### src/rtl/fifo_rd_stream.sv
`default_nettype none
// ============================================================================
//  Module      : fifo_rd_stream
//  Description : Read-side drain engine for a dual-clock FIFO. Pops words
//                through the show-ahead rempty/rinc/rdata port and presents
//                them as a valid/ready stream through a registered 2-entry
//                skid buffer. m_last flags every BURST_LEN-th accepted beat.
//                The pop strobe depends only on registered occupancy, en and
//                rempty, so m_ready never reaches the FIFO pointer logic.
//  Revision    : 1.0 - initial release
// ============================================================================
module fifo_rd_stream #(
  parameter int DSIZE     = 8,
  parameter int BURST_LEN = 16,
  parameter int CNT_W     = 4
) (
  input  logic             rclk,
  input  logic             rrst_n,
  input  logic [DSIZE-1:0] rdata,
  input  logic             rempty,
  output logic             rinc,
  input  logic             en,
  output logic [DSIZE-1:0] m_data,
  output logic             m_valid,
  input  logic             m_ready,
  output logic             m_last,
  output logic [CNT_W-1:0] beat_cnt,
  output logic             busy
);

  // Beat index that closes a burst.
  localparam logic [CNT_W-1:0] c_LAST_BEAT = CNT_W'(BURST_LEN - 1);

  // Occupancy encodings of the head + skid pair.
  localparam logic [1:0] c_OCC_EMPTY = 2'd0;
  localparam logic [1:0] c_OCC_ONE   = 2'd1;
  localparam logic [1:0] c_OCC_FULL  = 2'd2;

  logic [1:0]       occ_q,   occ_d;
  logic [DSIZE-1:0] head_q,  head_d;
  logic [DSIZE-1:0] skid_q,  skid_d;
  logic [CNT_W-1:0] beat_q,  beat_d;
  logic             valid_q, valid_d;
  logic             last_q,  last_d;

  logic             w_pop;
  logic             w_fire;

  // Pop only when the FIFO has data and the buffer has a free slot; the
  // slot test uses registered occupancy so m_ready is not in this path.
  assign w_pop  = en && !rempty && (occ_q != c_OCC_FULL);
  assign w_fire = valid_q && m_ready;

  assign rinc     = w_pop;
  assign m_data   = head_q;
  assign m_valid  = valid_q;
  assign m_last   = last_q;
  assign beat_cnt = beat_q;
  assign busy     = valid_q;

  // Next-state: buffer occupancy, data movement and burst beat counter.
  always_comb begin
    occ_d  = occ_q;
    head_d = head_q;
    skid_d = skid_q;
    beat_d = beat_q;

    unique case (occ_q)
      c_OCC_EMPTY: begin
        if (w_pop) begin
          head_d = rdata;
          occ_d  = c_OCC_ONE;
        end
      end
      c_OCC_ONE: begin
        if (w_pop && w_fire) begin
          // Head leaves while the new word replaces it: steady-state path.
          head_d = rdata;
        end else if (w_pop) begin
          skid_d = rdata;
          occ_d  = c_OCC_FULL;
        end else if (w_fire) begin
          occ_d  = c_OCC_EMPTY;
        end
      end
      c_OCC_FULL: begin
        // No pop is possible here; a fire promotes the skid word.
        if (w_fire) begin
          head_d = skid_q;
          occ_d  = c_OCC_ONE;
        end
      end
      default: begin
        occ_d = c_OCC_EMPTY;
      end
    endcase

    if (w_fire) begin
      if (beat_q == c_LAST_BEAT) begin
        beat_d = '0;
      end else begin
        beat_d = beat_q + CNT_W'(1);
      end
    end

    // Stream flags are precomputed so they leave the block from flops.
    valid_d = (occ_d != c_OCC_EMPTY);
    last_d  = valid_d && (beat_d == c_LAST_BEAT);
  end

  // State registers; reset discards buffered words and restarts the burst.
  always_ff @(posedge rclk or negedge rrst_n) begin
    if (!rrst_n) begin
      occ_q   <= c_OCC_EMPTY;
      head_q  <= '0;
      skid_q  <= '0;
      beat_q  <= '0;
      valid_q <= 1'b0;
      last_q  <= 1'b0;
    end else begin
      occ_q   <= occ_d;
      head_q  <= head_d;
      skid_q  <= skid_d;
      beat_q  <= beat_d;
      valid_q <= valid_d;
      last_q  <= last_d;
    end
  end

endmodule
`default_nettype wire

### config.mk
export PLATFORM = sky130hd
export DESIGN_NAME = fifo_rd_stream
export DESIGN_NICKNAME = d
export VERILOG_FILES = /design/src/rtl/fifo_rd_stream.sv
export SDC_FILE = /design/constraint.sdc
export NUM_CORES = 1
export LEC_CHECK = 0
export BUFFER_PORTS_ARGS = -buffer_cell sky130_fd_sc_hd__buf_2
export CORE_UTILIZATION = 55
export DETAILED_ROUTE_END_ITERATION = 12
export PLACE_DENSITY = 0.93
export SLEW_MARGIN = 30
export SYNTH_ARGS = -nofsm -noshare
export SYNTH_HDL_FRONTEND = slang
export SYNTH_SLANG_ARGS = --single-unit
### constraint.sdc
create_clock -name rclk -period 3.5 [get_ports rclk]
set_clock_uncertainty 0.05 [all_clocks]
set_input_delay 0.175 -clock rclk [delete_from_list [all_inputs] [get_ports rclk]]
set_output_delay 0.175 -clock rclk [all_outputs]
set_load 0.005 [all_outputs]
==> results of run 1 <==
==> cell usage in the layout (no fill, tap or decap), drive strengths merged, types with 2 or more instances in the layout <==
cell	instances
clkbuf	4
o21ai	3
buf	28
nand3	5
nand2	28
dfrtp	24
mux2	17
a31oi	2
a21oi	2
nor2	2
nand2b	2
==> power groups by stage <==
| stage | Combinational (mW) | Clock [mW] | Sequential (mW) |
|---|---|---|---|
| 3_5_place_dp | 0.415 | 0 | 0.526 |
| 3_3_place_gp | 0.388 | 0 | 0.512 |
| 6_report | 0.414 | 0.146 | 0.525 |
| 2_1_floorplan | 0.292 | 0 | 0.503 |
| 4_1_cts | 0.417 | 0.147 | 0.521 |
| 5_1_grt | 0.464 | 0.157 | 0.543 |
==> timing repair <==
action / in CTS / in global routing
setup endpoints to repair: 0 / 0
hold endpoints to repair: 24 / 0
buffers inserted: 0 / 0
hold buffers: 1 / 0
==> Yosys cell counts, types with 2 or more instances <==
cell type	count	area, um^2
a21oi_1	2	10.0
mux2_2	17	191
clkbuf_2	2	10.0
nand3_1	5	25.0
o21ai_0	2	10.0
dfrtp_1	24	601
nor2_1	2	7.51
nand2_1	28	105
nand2b_1	2	12.5
==> sequential cells by signal, summed over array words and instances (netlist names) <==
signal and flops:
busy 1, occ_q 2, m_data 8, m_last 1
skid_q 8, beat_cnt 4
==> worst max-delay path, cell delays in order, from the launching register on <==
cell and delay, ns:
dfrtp_1 0.47, nor2b_1 0.67, nor2_1 0.11, buf_2 0.16
==> worst paths after layout <==
check                          start          end  slack (ns)  cells after the start
max in group asynchronous     rrst_n  beat_cnt[1]        2.75                      2
min in group asynchronous     rrst_n    m_data[4]        0.31                      2
hold / removal              rdata[1]    skid_q[1]        0.05                      2
setup / recovery            occ_q[1]         rinc        1.55                      3
hold reg to reg            skid_q[3]    skid_q[3]        0.47                      1
setup reg to reg            occ_q[0]    m_data[1]        1.68                      4
==> through the flow <==
step                      area, um^2  worst slack (ns)  hold WS (ns)  util [%]  cells
after floorplan                 1140              1.98        -0.171         -    104
after global placement          1280              1.78         0.120      65.2    154
after detailed placement        1280              1.70         0.128      65.2    154
after CTS                       1330              1.56        0.0444      67.5    159
after global routing            1330              1.49        0.0413      67.5    159
final                           1330              1.55        0.0465      67.5    159
==> area by class of cell <==
type	instances	area share, %
well taps	27	2.55
repair buffers	29	11.3
flip-flops and latches	24	45.3
multi-input cells	75	38.1
clock buffers	4	2.74
==> per-layer routing <==
metal,global-route usage (%),share of wire (%),up-vias
met4,12.0,3.8,0
li1,-,-,411
met5,0,0,-
met2,38.9,51,26
met1,25.2,42,420
met3,3.40,2.7,9
==> cell families after synthesis <==
group | Yosys count | synth area share, %
AOI/OAI and AO/OA | 12 | 8.36
xor gates and xnor gates | 2 | 1.54
adders and majority gates | 1 | 1.10
buffers and inverters | 5 | 2.86
DFF | 24 | 52.8
muxes | 17 | 16.8
and+or+nand+nor | 43 | 16.5
==> reports/summary.txt, run 1 <==
share of layout cells above drive strength 1 - 38.6%
Critical Path AT - 1.72 ns
max_slew headroom - 47.7%
core area - 0.00196 mm^2
DRT antenna net count - 0
Overall Global Routing Usage - 22.0%
diode count - 0
CP Launch Type - flop
Congestion Overflow GR - 0
Setup Viol. Count Final - 0
status - complete, no violations
P_int - 698 uW
Power Density - 818 mW/mm^2
final WL - 2.23 mm
Hold WC Path Type - primary input to flop
antenna violations before repair - 0
Final Cycle Share - 55.6%
Clock Sinks - 24
post-synth cell types - 29
largest net degree at the start of global routing - 25
FF+latch area - 601 um^2
Die Ht - 47.5 um
clock network power share - 13.4%
Worst Path Max Fanout - 11
TritonCTS buffer count - 3
achievable frequency - 514 MHz
Max Root-Sink Buffers - 2
NetSw - 386 uW
max_cap viols - 0
Final Hold Viols - 0
Tot Pwr - 1.08 mW
combinational share of power - 38.2%
DR WL/cell - 14.0 um
Synth warnings - 0
H-tree levels - 1
nets - 147
RSZ-0062 raised after global routing - false
I/O Buffers - 28
Worst-Margin Slew - 0.783 ns
global-route wire length before repair - 3.35 mm
Syn Inst Count - 104
Layout area overhead - 16.5%
Avg Inst Size Synth - 10.9 um^2
sw frac - 35.6%
DP HPWL - 1.70 mm
residual DRC count - 0
cell area after synthesis - 0.00114 mm^2
DRT iter0 DRCs - 6
leakage power - 0.655 nW
Worst-path clk slew - 0.13 ns
multi-input logic area - 504 um^2
TritonCTS clock tree - done
# rows - 16
Synthesized Nets - 118
Via density - 5.45
Routability Congestion - 0.790
fill cell count - 150
Pins Over Slew Limit - 0
post_cts resized - 0
CP required - 3.27 ns
initial core utilization - 58.0%
# IOs - 29
CP Capture Type - primary output
Seq cells post-synth - 24
via count - 866
Crit Path Class - flop to primary output
fin crit period - 1.95 ns
EDFF count, synth - 0
TNS Setup - 0 ns
vias in the first global route - 795
Clock Latency Late Sink - 0.32 ns
clk root buf - clkbuf_4
Horiz. Die Dim - 47.5 um
Seq pwr share - 48.4%
post-synthesis sequential area ratio - 52.8%
Synth async-reset ratio - 100%
ys flop type - dfrtp_1
maximum VDD drop - 432 uV
die area - 0.00225 mm^2
DR pass1 iterations - 6
(Power assumes the default switching activity.)
==> run 2: changes to the inputs <==
Settings changed: CORE_UTILIZATION 55 to 51, PLACE_DENSITY 0.93 to 0.88.
Clock period 3.5 ns to 1.9 ns, I/O delays scaled along.
==> run 2 against run 1 <==
Net effect:
- global-route usage is 1.5 points lower
- hold slack worse by 0.022 ns
- non-clock buffer count is 10 higher
- utilization is 2.1 points higher
- wire length is 1.6% lower
- sequential share of layout area is 2.7 points lower
- die area is 7.5% higher
- cell count is 5.7% higher
- register-to-register slack worse by 1.4 ns
- critical path type is now flop to flop
- highest routed layer unchanged
==> reports/summary.txt, run 2 (synthesis gave the netlist of run 1 again) <==
clock network power share - 11.0% (-2.4 points)
status - complete, no violations
Overall Global Routing Usage - 20.4% (-1.5 points)
Clock Sinks - 24 (unchanged)
Top Usage Layer GRT - met2
Crit Path Class - flop to flop
vias in the first global route - 849 (+6.8%)
DRT antenna net count - 0 (unchanged)
Worst Path Max Fanout - 8 (-3)
CP Launch Type - flop
global-route wire length before repair - 3.77 mm (+13%)
P_int - 1.27 mW (+82%)
Layout area overhead - 23.9%
Hold WC Path Type - primary input to flop
Max Root-Sink Buffers - 2 (unchanged)
TritonCTS clock tree - done
largest net degree at the start of global routing - 25 (unchanged)
Die Ht - 49.2 um (+3.7%)
Routability Congestion - 0.797 (+0.91%)
max_slew headroom - 65.3% (+18 points)
Final Cycle Share - 85.7%
DP HPWL - 1.53 mm (-9.7%)
final WL - 2.19 mm (-1.6%)
Seq pwr share - 48.8% (+0.4 points)
max_cap viols - 0 (unchanged)
# rows - 16 (unchanged)
slowest cell on the critical path - dfrtp_1
Pins Over Slew Limit - 0 (unchanged)
met1 Usage GRT - 28.0% (+2.7 points)
Worst Hold Path Cells - 2 (unchanged)
FF+latch area - 601 um^2 (unchanged)
Setup Viol. Count Final - 0 (unchanged)
CP required - 2.05 ns (-1.22 ns)
GR Util met2 - 33.6% (-5.3 points)
achievable frequency - 614 MHz
core area - 0.00202 mm^2 (+3.1%)
clk root buf - clkbuf_4
Horiz. Die Dim - 49.2 um (+3.7%)
maximum VDD drop - 986 uV (+130%)
TritonCTS buffer count - 3 (unchanged)
Worst-Margin Slew - 0.520 ns (-0.263 ns)
nets - 157 (+6.8%)
Power Density - 1390 mW/mm^2 (+70%)
Final Hold Viols - 0 (unchanged)
diode count - 0 (unchanged)
# IOs - 29 (unchanged)
DR WL/cell - 13.1 um (-6.8%)
most frequent cells in the layout - 28 x nand2_1, 28 x buf_2, 24 x dfrtp_1
NetSw - 692 uW (+79%)
Critical Path AT - 1.78 ns (+0.06 ns)
DRT iter0 DRCs - 17 (+11)
die area - 0.00242 mm^2 (+7.5%)
share of layout cells above drive strength 1 - 37.6% (-1.0 points)
antenna violations before repair - 0 (unchanged)
crit-path max cell delay - 0.48 ns (-0.19 ns)
fill cell count - 141 (-6.0%)
via count - 891 (+2.9%)
Clock Latency Late Sink - 0.30 ns (-0.02 ns)
TNS Setup - 0 ns (unchanged)
global routing usage on met3 - 2.80% (-0.59 points)
combinational share of power - 40.2% (+2.0 points)
Via density - 5.30 (-2.6%)
Post-CTS Setup Inserts - 0 (unchanged)
initial core utilization - 56.3% (-1.7 points)
fin crit period - 1.63 ns
RSZ-0062 raised after global routing - false
CP Capture Type - flop
Tot Pwr - 1.96 mW (+81%)
depth of the most critical reg-to-reg path - 4 (unchanged)
final hold slack - 0.0242 ns (-0.0222 ns)
DR pass1 iterations - 5 (-1)
leakage power - 0.690 nW (+5.4%)
residual DRC count - 0 (unchanged)
multi-input logic area - 507 um^2 (+0.50%)
Congestion Overflow GR - 0 (unchanged)
Worst-path clk slew - 0.12 ns (about the same)
sw frac - 35.3% (-0.33 points)
CP Cell Sequence - nand2b_1 -> o21ai_2 -> a31oi_4 -> mux2_2
I/O Buffers - 28 (unchanged)
H-tree levels - 1 (unchanged)
## run 2: stage by stage
stage	cells	setup slack [ns]	util, %	cell area, um^2
finish	168	0.273	69.7	1410
global route	168	0.165	69.7	1410
CTS	168	0.0784	69.6	1410
floorplan	104	0.376	-	1140
global placement	156	0.353	64.0	1290
detailed placement	156	0.299	64.0	1290
## run 2: timing repair
| action | in CTS | in global routing |
|---|---|---|
| hold buffers | 9 | 0 |
| gates resized for setup | 0 | 1 |
| hold endpoints to repair | 32 | 0 |
| endpoints found under the setup margin | 0 | 1 |
## run 2: worst max-delay path, delay by kind of cell (launching register included)
family / cells / cell delay (ns)
multiplexers: 1 / 0.39
AO/OA/AOI/OAI: 2 / 0.42
AND/OR/NAND/NOR: 1 / 0.18
flip-flops: 1 / 0.48
## run 2: per-layer routing
layer / share of wire [%] / wire (um) / vias up
met5: 0 / 0 / -
met1: 45 / 980 / 423
met3: 5.2 / 113 / 4
met2: 49 / 1070 / 31
met4: 1.1 / 24 / 0
li1: - / - / 433
## run 2: power by group through the flow
stage	Combinational, mW	Clock [mW]	Sequential (mW)
global placement	0.747	0	0.936
detailed placement	0.781	0	0.961
finish	0.789	0.215	0.957
CTS	0.797	0.222	0.949
global route	0.889	0.235	0.996
floorplan	0.537	0	0.927
## run 2: path summary, 6_finish.rpt
check | from | to | slack (ns)
hold reg to reg | m_data[7] | m_data[7] | 0.47
min in group asynchronous | rrst_n | skid_q[5] | 0.22
setup reg to reg | occ_q[0] | m_data[0] | 0.27
max in group asynchronous | rrst_n | skid_q[4] | 1.23
setup / recovery | occ_q[0] | m_data[0] | 0.27
hold / removal | m_ready | occ_q[1] | 0.02
## run 2: cell type report
type / instances / area share (%)
sequential: 24 / 42.6
timing repair buffer: 39 / 17.4
tap: 27 / 2.40
clock buffer: 3 / 1.60
multi-input combinational: 75 / 36.0
